`src/rtl/muldiv_ctrl.sv`:
```
// HI/LO owner and multi-cycle sequencer for mult/multu/div/divu.
// Iterative shift-add multiply / restoring divide on magnitudes, sign fix-up in FIX.
module muldiv_ctrl #(
  parameter int WIDTH = 32
) (
  input  logic             clk,
  input  logic             reset_n,
  input  logic             start,
  input  logic [1:0]       op,
  input  logic [WIDTH-1:0] rs_val,
  input  logic [WIDTH-1:0] rt_val,
  input  logic             mthi,
  input  logic             mtlo,
  input  logic [WIDTH-1:0] wr_val,
  input  logic             hilo_rd,
  output logic             busy,
  output logic             stall,
  output logic             done,
  output logic             div_zero,
  output logic [WIDTH-1:0] hi,
  output logic [WIDTH-1:0] lo
);

  localparam int CW = $clog2(WIDTH);
  localparam logic [CW-1:0] LAST = CW'(WIDTH - 1);

  typedef enum logic [1:0] {IDLE, CALC, FIX} state_t;

  state_t             state_q, state_d;
  logic [CW-1:0]      count_q, count_d;
  logic [2*WIDTH-1:0] acc_q, acc_d;
  logic [WIDTH-1:0]   b_q, b_d;
  logic [WIDTH-1:0]   hi_q, hi_d, lo_q, lo_d;
  logic               is_div_q, is_div_d, is_signed_q, is_signed_d;
  logic               sign_a_q, sign_a_d, sign_b_q, sign_b_d;
  logic               done_q, done_d, div_zero_q, div_zero_d;

  // Magnitudes of the operands; unsigned ops pass straight through.
  logic             op_signed;
  logic [WIDTH-1:0] rs_abs, rt_abs;
  assign op_signed = ~op[0];
  assign rs_abs = (op_signed && rs_val[WIDTH-1]) ? ('0 - rs_val) : rs_val;
  assign rt_abs = (op_signed && rt_val[WIDTH-1]) ? ('0 - rt_val) : rt_val;

  // Multiply step: acc = {partial product, remaining multiplier bits}.
  logic [WIDTH:0]     mul_sum;
  logic [2*WIDTH-1:0] acc_mul;
  assign mul_sum = {1'b0, acc_q[2*WIDTH-1:WIDTH]} + {1'b0, (acc_q[0] ? b_q : '0)};
  assign acc_mul = {mul_sum, acc_q[WIDTH-1:1]};

  // Divide step: acc = {remainder, dividend bits shifting out / quotient bits in}.
  logic [WIDTH:0]     div_trial, div_diff;
  logic [2*WIDTH-1:0] acc_div;
  assign div_trial = acc_q[2*WIDTH-1:WIDTH-1];
  assign div_diff  = div_trial - {1'b0, b_q};
  assign acc_div   = div_diff[WIDTH] ? {div_trial[WIDTH-1:0], acc_q[WIDTH-2:0], 1'b0}
                                     : {div_diff[WIDTH-1:0],  acc_q[WIDTH-2:0], 1'b1};

  logic [2*WIDTH-1:0] prod_neg;
  logic [WIDTH-1:0]   quot_neg, rem_neg;
  assign prod_neg = '0 - acc_q;
  assign quot_neg = '0 - acc_q[WIDTH-1:0];
  assign rem_neg  = '0 - acc_q[2*WIDTH-1:WIDTH];

  always_comb begin
    state_d     = state_q;
    count_d     = count_q;
    acc_d       = acc_q;
    b_d         = b_q;
    hi_d        = hi_q;
    lo_d        = lo_q;
    is_div_d    = is_div_q;
    is_signed_d = is_signed_q;
    sign_a_d    = sign_a_q;
    sign_b_d    = sign_b_q;
    done_d      = 1'b0;
    div_zero_d  = div_zero_q;
    case (state_q)
      IDLE: begin
        if (mthi) hi_d = wr_val;
        if (mtlo) lo_d = wr_val;
        if (start) begin
          count_d    = '0;
          div_zero_d = 1'b0;
          if (op[1] && (rt_val == '0)) begin
            div_zero_d = 1'b1;
            done_d     = 1'b1;
          end else begin
            is_div_d    = op[1];
            is_signed_d = op_signed;
            sign_a_d    = rs_val[WIDTH-1];
            sign_b_d    = rt_val[WIDTH-1];
            b_d         = op[1] ? rt_abs : rs_abs;
            acc_d       = {{WIDTH{1'b0}}, (op[1] ? rs_abs : rt_abs)};
            state_d     = CALC;
          end
        end
      end
      CALC: begin
        acc_d   = is_div_q ? acc_div : acc_mul;
        count_d = count_q + 1'b1;
        if (count_q == LAST) state_d = FIX;
      end
      FIX: begin
        if (is_div_q) begin
          lo_d = (is_signed_q && (sign_a_q ^ sign_b_q)) ? quot_neg : acc_q[WIDTH-1:0];
          hi_d = (is_signed_q && sign_a_q) ? rem_neg : acc_q[2*WIDTH-1:WIDTH];
        end else if (is_signed_q && (sign_a_q ^ sign_b_q)) begin
          {hi_d, lo_d} = prod_neg;
        end else begin
          {hi_d, lo_d} = acc_q;
        end
        done_d  = 1'b1;
        state_d = IDLE;
      end
      default: state_d = IDLE;
    endcase
  end

  always_ff @(posedge clk or negedge reset_n) begin
    if (!reset_n) begin
      state_q     <= IDLE;
      count_q     <= '0;
      acc_q       <= '0;
      b_q         <= '0;
      hi_q        <= '0;
      lo_q        <= '0;
      is_div_q    <= 1'b0;
      is_signed_q <= 1'b0;
      sign_a_q    <= 1'b0;
      sign_b_q    <= 1'b0;
      done_q      <= 1'b0;
      div_zero_q  <= 1'b0;
    end else begin
      state_q     <= state_d;
      count_q     <= count_d;
      acc_q       <= acc_d;
      b_q         <= b_d;
      hi_q        <= hi_d;
      lo_q        <= lo_d;
      is_div_q    <= is_div_d;
      is_signed_q <= is_signed_d;
      sign_a_q    <= sign_a_d;
      sign_b_q    <= sign_b_d;
      done_q      <= done_d;
      div_zero_q  <= div_zero_d;
    end
  end

  assign busy     = (state_q != IDLE);
  assign stall    = (hilo_rd | mthi | mtlo | start) & busy;
  assign done     = done_q;
  assign div_zero = div_zero_q;
  assign hi       = hi_q;
  assign lo       = lo_q;

endmodule
```
`config.mk`:
```
export PLATFORM = sky130hd
export DESIGN_NAME = muldiv_ctrl
export DESIGN_NICKNAME = d
export VERILOG_FILES = /design/src/rtl/muldiv_ctrl.sv
export SDC_FILE = /design/constraint.sdc
export NUM_CORES = 1
export LEC_CHECK = 0
export CORE_MARGIN = 1
export CORE_UTILIZATION = 35
export CTS_BUF_LIST = sky130_fd_sc_hd__clkbuf_4 sky130_fd_sc_hd__clkbuf_8
export CTS_CLUSTER_DIAMETER = 60
export DETAILED_ROUTE_END_ITERATION = 16
export SYNTH_ARGS = -nofsm -noshare
export SYNTH_HDL_FRONTEND = slang
export SYNTH_SLANG_ARGS = --single-unit
```
`constraint.sdc`:
```
create_clock -name clk -period 4.09 [get_ports clk]
set_input_delay 0.409 -clock clk [delete_from_list [all_inputs] [get_ports clk]]
set_output_delay 0.409 -clock clk [all_outputs]
set_load 0.02 [all_outputs]
```
Yosys cells after proc, flatten, opt, wreduce, memory -nomap -nowiden
Cells that the tools add are included.

operators by class
  $add $sub $neg = 8
  reductions and logical operators = 17
  bitwise operators = 7
  equality and inequality tests = 8
  multiplexer cells = 29

operators with widths
  operator                 number
  $mux W32                 13
  $mux W64                 4
  $pmux W32 S2             2
  $pmux W64 S2             1
  $sub A1 B32 Y32 const A  4
  $sub A1 B64 Y64 const A  1
  $add A32 B32 Y33         1
  $sub A33 B32 Y33         1
  $logic_not A32 Y1        1
  $ne A2 B2 Y1 const B     5
  $pmux W5 S2              1
  $reduce_and A3 Y1        3
  $reduce_and A2 Y1        4
  $mux W2                  3
  $reduce_bool A2 Y1       3
  $add A5 B1 Y5 const B    1
  $eq A5 B5 Y1 const B     1
  $logic_and A1 B1 Y1      5
  $mux W5                  1
  $pmux W2 S2              1
  $or A1 B1 Y1             3
  $eq A2 B1 Y1 const B     1
  $eq A2 B2 Y1 const B     1
  $logic_not A2 Y1         1
  other kinds (5)          7

storage, ports and cells
  register bits after elaboration = 173
  output and inout bits = 68
  bits of input ports = 104
  logic and storage cells = 81

Depth between registers and ports, before layout
Gate-level depths: netlist (run 1).

  depth in word-level cells = 7
  gate-level depth with buffers = 15
  mapped depth without buffers = 13

Worst setup path before layout (run 1)
OpenSTA, ideal clock, no wires.

  path type = flip-flop to flip-flop
  start point = register acc_q[0]
  end point = register acc_q[61]
  required time = 3.953 ns
  buffers on the path = 2
  setup slack = 0.589 ns
  setup time = 0.137 ns
  cell stages (with the launch flop) = 15
  data arrival time = 3.364 ns
  clock period less this slack = 3.501 ns
  cell sequence = dfrtp_1 -> clkbuf_1 -> inv_1 -> clkbuf_1 -> nor2_1 -> ha_1 -> a21o_1 -> a21o_1 -> a221oi_1 -> o221ai_1 -> o31ai_1 -> o21ai_0 -> a2111o_1 -> a222oi_1 -> o31ai_1

between the ends
  word-level cells in the longest chain between the ends = 4

RTL lines
  element                 RTL line  RTL
  start, declared         31        logic [2*WIDTH-1:0] acc_q, acc_d;
  start signal, assigned  124       acc_q <= '0;
  start signal, assigned  137       acc_q <= acc_d;
  $mux W32                48        assign mul_sum = {1'b0, acc_q[2*WIDTH-1:WIDTH]} + {1'b0, (acc_q[0] ? b_q : '0)};
  $add A32 B32 Y33        48
  $mux W64                100       acc_d = is_div_q ? acc_div : acc_mul;
  $pmux W64 S2            78        case (state_q)

Every way passes these cells.
A chain may end at the register's enable or synchronous reset.

Final worst setup path (run 1)
Ends and elaborated chain as after synthesis.

==> results of run 1 <==
[routing by layer]
metal / GRT usage, % / share of wire (%) / up-vias
met3: 4.15 / 7.2 / 71
li1: - / - / 7129
met4: 7.48 / 2.6 / 0
met1: 34.3 / 45 / 7225
met2: 39.2 / 45 / 583
met5: 0 / 0 / -
[flip-flops by register name (all words and copies together), names as in the netlist]
name	count
acc_q	64
is_div_q	1
div_zero	1
sign_b_q	1
state_q	2
lo	32
hi	32
done	1
sign_a_q	1
b_q	32
count_q	5
is_signed_q	1
[Yosys cell counts, types with 13 or more instances]
master	n
dfrtp_1	173
o31ai_1	28
o221ai_1	15
inv_1	57
a21o_1	34
xnor2_1	98
or3_1	25
nor3_1	37
nor4_1	21
nand2_1	179
o21ai_0	180
o211ai_1	15
a21oi_1	217
clkbuf_1	94
a22oi_1	21
xor2_1	74
nor2b_1	15
nor2_1	216
a31oi_1	17
and3_1	20
ha_1	70
nand3_1	22
mux2_2	13
nand2b_1	20
mux2i_1	79
[power by group]
group,internal [µW],switching (µW)
registers,2470,825
logic,4760,6540
clock network,478,846
[through the flow]
step	total power, µW	util (%)	cell area (µm²)	setup WS, ns
floorplan	10800	-	14900	0.589
global placement	14200	41.8	17500	0.416
detailed placement	14400	41.8	17500	0.388
CTS	15700	42.8	18000	0.376
global route	17100	42.8	18000	0.114
finish	15900	42.8	18000	0.287
[worst max path at each step]
stage	slack (ns)	from	depth (start not counted)	end
finish	0.29	acc_q[0]	13	acc_q[61]
floorplan	0.59	acc_q[0]	14	acc_q[61]
global route	0.11	acc_q[0]	13	acc_q[61]
global placement	0.42	acc_q[0]	13	acc_q[61]
CTS	0.38	acc_q[0]	13	acc_q[61]
detailed placement	0.39	rt_val[7]	10	b_q[8]
[cells in the final DEF (no fill, tap or decap), types with 27 or more instances in the layout]
| cell type | instances |
|---|---|
| a21oi_1 | 217 |
| nor2_1 | 215 |
| o21ai_0 | 180 |
| nand2_1 | 178 |
| dfrtp_1 | 172 |
| clkdlybuf4s50_1 | 169 |
| xnor2_1 | 98 |
| buf_4 | 81 |
| mux2i_1 | 79 |
| xor2_1 | 74 |
| ha_1 | 70 |
| inv_1 | 57 |
| nor3_1 | 37 |
| a21o_1 | 34 |
| o31ai_1 | 27 |
[worst reg2reg max path: stages (launching register included)]
cell and delay [ns]:
dfrtp_1 0.40, inv_1 0.41, buf_4 0.26, nor2_1 0.06
ha_1 0.34, a21o_1 0.19, a221oi_1 0.41, o221ai_1 0.25
o31ai_1 0.25, buf_4 0.16, o21ai_0 0.15, a2111o_1 0.39
a222oi_1 0.30, o31ai_1 0.13
[what timing repair did]
action | CTS | global route
hold buffers | 1 | 0
gates resized for setup | 0 | 0
hold endpoints to repair | 71 | 0
[final cells by class]
type | count | share of cell area, %
timing repair buffer | 255 | 13.2
tap | 539 | 3.76
clock inverter | 15 | 1.05
multi-input combinational | 1557 | 55.4
sequential | 173 | 24.1
clock buffer | 17 | 1.30
antenna | 1 | 0.0139
inverter | 58 | 1.21
[logic make-up (layout without fill, tap and decap cells)]
family | Yosys count | count (layout) | share of synthesized area [%]
other cells | 0 | 1 | 0
buf+inv | 173 | 345 | 4.60
simple gates | 608 | 608 | 19.1
xor+xnor | 172 | 172 | 10.1
flops | 173 | 173 | 29.0
mux | 92 | 92 | 6.28
compound gates | 613 | 613 | 24.8
fa+ha+maj | 72 | 72 | 6.14
==> impl_metrics.env, run 1 <==
export IMPL_status="finished, final reports clean"
export IMPL_regArea_um2=4330
export IMPL_leakage_uw=0.00772
export IMPL_async_flop_share_pct=100
export IMPL_cts_root_buf="clkbuf_8"
export IMPL_clock_sinks=173
export IMPL_layout_drive_gt1_share_pct=7.57
export IMPL_finalWeightedCongestion=0.937
export IMPL_cp_required_ns=4.50
export IMPL_rr_worst_depth=13
export IMPL_max_slew_margin_rel_pct=18.5
export IMPL_final_cells=2615
export IMPL_worstHoldStart="op[1]"
export IMPL_slowest_stage="inv_1"
export IMPL_cts_buffer_depth=2
export IMPL_skew_ns=0.0213
export IMPL_worstSetupEndpointType="flip-flop"
export IMPL_synth_edf_count=0
export IMPL_rsz0062_at_grt="no"
export IMPL_drc=0
export IMPL_cap_violations=0
export IMPL_initial_core_util_pct=35.6
export IMPL_grtUsageTotal_pct=24.7
export IMPL_cts_tree="done"
export IMPL_yosysSeqAreaShare_pct=29.0
export IMPL_post_synth_top_area_cell="dfrtp_1"
export IMPL_cpLargestDelayFamily="compound AO/OA/AOI/OAI gates"
export IMPL_drt_iter0_drc=1215
export IMPL_htreeDepth=4
export IMPL_path_clk_slew_ns=0.13
export IMPL_ir_drop_v=0.000379
export IMPL_rr_endpoint="acc_q[61]"
export IMPL_nFillCells=4283
export IMPL_io_pin_count=172
export IMPL_post_drt_wl_per_cell_um=20.8
export IMPL_timing_setup_tns_ns=0
export IMPL_vias=15000
export IMPL_path_class="flip-flop to flip-flop"
export IMPL_grt_pass1_vias=14100
export IMPL_ys_ff_latch=173
export IMPL_port_buffers=171
export IMPL_synth_area_top_cells="dfrtp_1, a21oi_1, o21ai_0, ha_1, xnor2_1"
export IMPL_clk_latency_ns=0.52
export IMPL_die_w_um=208
export IMPL_hold_path_end="div_zero"
export IMPL_dr_pass1_iters=5
export IMPL_crit_path_max_fanout=13
export IMPL_crit_chain="inv_1, buf_4, nor2_1, ha_1, a21o_1, a221oi_1, o221ai_1, o31ai_1, buf_4, o21ai_0, a2111o_1, a222oi_1, o31ai_1"
export IMPL_dp_hpwl_mm=42.8
export IMPL_grt_max_degree=87
export IMPL_power_density_nw_per_um2=886
export IMPL_startpoint_type="flip-flop"
export IMPL_period_share_pct=93.0
export IMPL_mappedNetlistNets=2079
export IMPL_cts_buffers=17
export IMPL_ys_flop_type="dfrtp_1"
export IMPL_worstPathArrival_ns=4.21
export IMPL_setup_violations=0
export IMPL_yosysTopAreaCellShare_pct=29.0
export IMPL_finalNetCount=2238
export IMPL_grt_overflow=0
export IMPL_r2r_start="acc_q[0]"
export IMPL_vias_per_cell=5.74
export IMPL_hold_worst_slack_ns=0.461
export IMPL_ff2ff_setup_slack_ns=0.29
export IMPL_critPathBufInv=3
export IMPL_core_area_um2=41900
export IMPL_drtAntennaViolNets=0
export IMPL_worst_slew_pin_slew_ns=1.22
export IMPL_crit_path_max_incr_delay_ns=0.41
export IMPL_area_growth_pct=20.4
export IMPL_min_path_type="input pin to flip-flop"
export IMPL_synthCells=1903
export IMPL_die_h_um=208
export IMPL_ys_warn_count=0
export IMPL_multi_input_area_um2=9940
export IMPL_rows=75
export IMPL_grt_pass1_wl_mm=82.9
export IMPL_period_minus_slack_ns=3.80
export IMPL_dieArea_um2=43400
export IMPL_synthDistinctLibCells=80
export IMPL_fmax_mhz=263
export IMPL_antenna_found_initial=1
export IMPL_synth_area_um2=14900
export IMPL_holdPathStages=3
export IMPL_dp_cells=2581
export IMPL_post_cts_setup_buffer_count=0
export IMPL_wl_mm=54.4
export IMPL_syn_area_per_cell_um2=7.84
export IMPL_hold_violations=0
export IMPL_slew_violations=0
(Power assumes the default switching activity.)
==> run 2: changes to the inputs <==
==> constraint.sdc (replaced) <==
create_clock -name clk -period 3.9 [get_ports clk]
set_input_delay 0.39 -clock clk [delete_from_list [all_inputs] [get_ports clk]]
set_output_delay 0.39 -clock clk [all_outputs]
set_load 0.02 [all_outputs]
==> impl_metrics.env, run 2 (synthesized netlist as in run 1, its figures left out) <==
export IMPL_vias=15000
export IMPL_drtAntennaViolNets=0
export IMPL_clkPwrFrac_pct=8.5
export IMPL_largest_register="acc_q"
export IMPL_clk_latency_ns=0.50
export IMPL_slowest_stage="dfrtp_1"
export IMPL_largest_reg_flops=64
export IMPL_grtUsageTotal_pct=24.6
export IMPL_ff2ff_setup_slack_ns=0.17
export IMPL_dp_cells=2592
export IMPL_cts_buffers=17
export IMPL_rsz0062_at_grt="no"
export IMPL_max_slew_margin_rel_pct=32.0
export IMPL_period_share_pct=95.7
export IMPL_rr_worst_depth=13
export IMPL_total_power_uw=16800
export IMPL_final_cell_mix="a21oi_1, nor2_1, o21ai_0"
export IMPL_clock_sinks=173
export IMPL_post_drt_wl_per_cell_um=20.5
export IMPL_die_h_um=208
export IMPL_layout_commonest_cell="a21oi_1"
export IMPL_skew_ns=0.0295
export IMPL_area_growth_pct=21.2
export IMPL_dp_hpwl_mm=42.5
export IMPL_crit_path_max_incr_delay_ns=0.41
export IMPL_power_frac_comb_pct=70.2
export IMPL_cts_buffer_depth=2
export IMPL_crit_end="acc_q[61]"
export IMPL_slew_violations=0
export IMPL_dieArea_um2=43400
export IMPL_worstSetupEndpointType="flip-flop"
export IMPL_io_pin_count=172
export IMPL_rr_endpoint="acc_q[61]"
export IMPL_p_int_uw=8230
export IMPL_leakage_uw=0.00779
export IMPL_finalWeightedCongestion=0.912
export IMPL_cp_depth=13
export IMPL_initial_core_util_pct=35.6
export IMPL_final_cells=2626
export IMPL_die_w_um=208
export IMPL_min_path_type="flip-flop to flip-flop"
export IMPL_cts_tree="done"
export IMPL_antenna_found_initial=1
export IMPL_grt_pass1_wl_mm=82.9
export IMPL_period_minus_slack_ns=3.73
export IMPL_crit_path_max_fanout=11
export IMPL_cp_required_ns=4.28
export IMPL_path_class="flip-flop to flip-flop"
export IMPL_p_sw_share_pct=50.9
export IMPL_grt_overflow=0
export IMPL_worst_slew_pin_slew_ns=1.02
export IMPL_drc=0
export IMPL_crit_chain="inv_1, buf_4, nor2_1, ha_1, a21o_1, a221oi_1, o221ai_1, o31ai_1, buf_4, o21ai_0, a2111o_1, a222oi_1, o31ai_1"
export IMPL_cts_root_buf="clkbuf_8"
export IMPL_grt_pass1_vias=14100
export IMPL_core_area_um2=41900
export IMPL_drt_iter0_drc=1309
export IMPL_switchingPower_uw=8530
export IMPL_finalNetCount=2249
export IMPL_worstPathArrival_ns=4.11
export IMPL_r2r_start="acc_q[0]"
export IMPL_cpLargestDelayFamily="compound AO/OA/AOI/OAI gates"
export IMPL_timing_setup_tns_ns=0
export IMPL_htreeDepth=4
export IMPL_cp_startpoint="acc_q[0]"
export IMPL_power_density_nw_per_um2=927
export IMPL_post_cts_setup_buffer_count=0
export IMPL_critPathBufInv=3
export IMPL_grt_max_degree=90
export IMPL_path_clk_slew_ns=0.13
export IMPL_power_frac_seq_pct=21.3
export IMPL_startpoint_type="flip-flop"
export IMPL_hold_violations=0
export IMPL_nFillCells=4179
export IMPL_status="finished, final reports clean"
export IMPL_ir_drop_v=0.000570
export IMPL_fmax_mhz=268
export IMPL_setup_violations=0
export IMPL_dr_pass1_iters=5
export IMPL_wl_mm=53.9
export IMPL_layout_drive_gt1_share_pct=8.01
export IMPL_cap_violations=0
export IMPL_port_buffers=171
export IMPL_rows=75
export IMPL_vias_per_cell=5.72
## run 2: cell types whose count changed in the layout (fill, tap and decap cells not counted), moves of 2 or more
cell | previous run | this run
clkinvlp_4 | 1 | 3
buf_4 | 81 | 89
clkinv_8 | 5 | 3
bufinv_16 | 0 | 2
inv_8 | 5 | 3
buf_12 | 2 | 4
## run 2: power groups by stage
stage / registers [µW] / logic (µW) / clock network [µW]
2_1_floorplan: 3460 / 7910 / 0
3_3_place_gp: 3560 / 11400 / 0
3_5_place_dp: 3580 / 11500 / 0
4_1_cts: 3540 / 11600 / 1440
5_1_grt: 3660 / 12800 / 1510
6_report: 3570 / 11800 / 1430
## run 2: how the worst min path moves through the flow
stage               startpoint       end  slack [ns]  cells after the start
global route             lo[0]     lo[0]        0.51                      1
global placement         lo[6]     lo[6]        0.46                      2
finish                   lo[0]     lo[0]        0.49                      1
CTS                      lo[0]     lo[0]        0.49                      1
detailed placement       lo[0]     lo[0]        0.47                      1
floorplan              reset_n  acc_q[0]        0.09                      0
## run 2: through the flow
step / setup WS, ns / utilization (%) / cell area, µm² / hold WS, ns
floorplan: 0.399 / - / 14900 / 0.0944
global placement: 0.321 / 42.0 / 17600 / 0.461
detailed placement: 0.232 / 42.0 / 17600 / 0.470
CTS: 0.232 / 43.1 / 18100 / 0.494
global route: 0.0000888 / 43.1 / 18100 / 0.515
finish: 0.169 / 43.1 / 18100 / 0.488
## run 2: repair_timing
| action | in CTS | in global routing |
|---|---|---|
| hold buffers | 1 | 0 |
| endpoints found under the setup margin | 0 | 2 |
| hold endpoints to repair | 1 | 0 |
| resized for setup | 0 | 2 |
## run 2: final cells by class
class	instances	area, µm²	share of cell area [%]
Tap cell	539	674	3.73
Antenna cell	1	2.50	0.0138
Inverter	58	218	1.20
Clock inverter	15	200	1.11
Clock buffer	17	234	1.29
Timing Repair Buffer	266	2480	13.7
Sequential cell	173	4330	24.0
Multi-Input combinational cell	1557	9940	55.0
## run 2: metal layers
| layer | track usage [%] | share of wire (%) |
|---|---|---|
| met5 | 0 | 0 |
| met4 | 7.89 | 2.6 |
| met2 | 38.0 | 44 |
| met1 | 34.7 | 46 |
| met3 | 3.97 | 7.5 |
## run 2: worst reg2reg max path: stages (launching register included)
cell and delay (ns):
dfrtp_1 0.41, inv_1 0.33, buf_4 0.25, nor2_1 0.06
ha_1 0.31, a21o_1 0.16, a221oi_1 0.39, o221ai_1 0.25
o31ai_1 0.33, buf_4 0.18, o21ai_0 0.14, a2111o_1 0.38
a222oi_1 0.31, o31ai_1 0.12
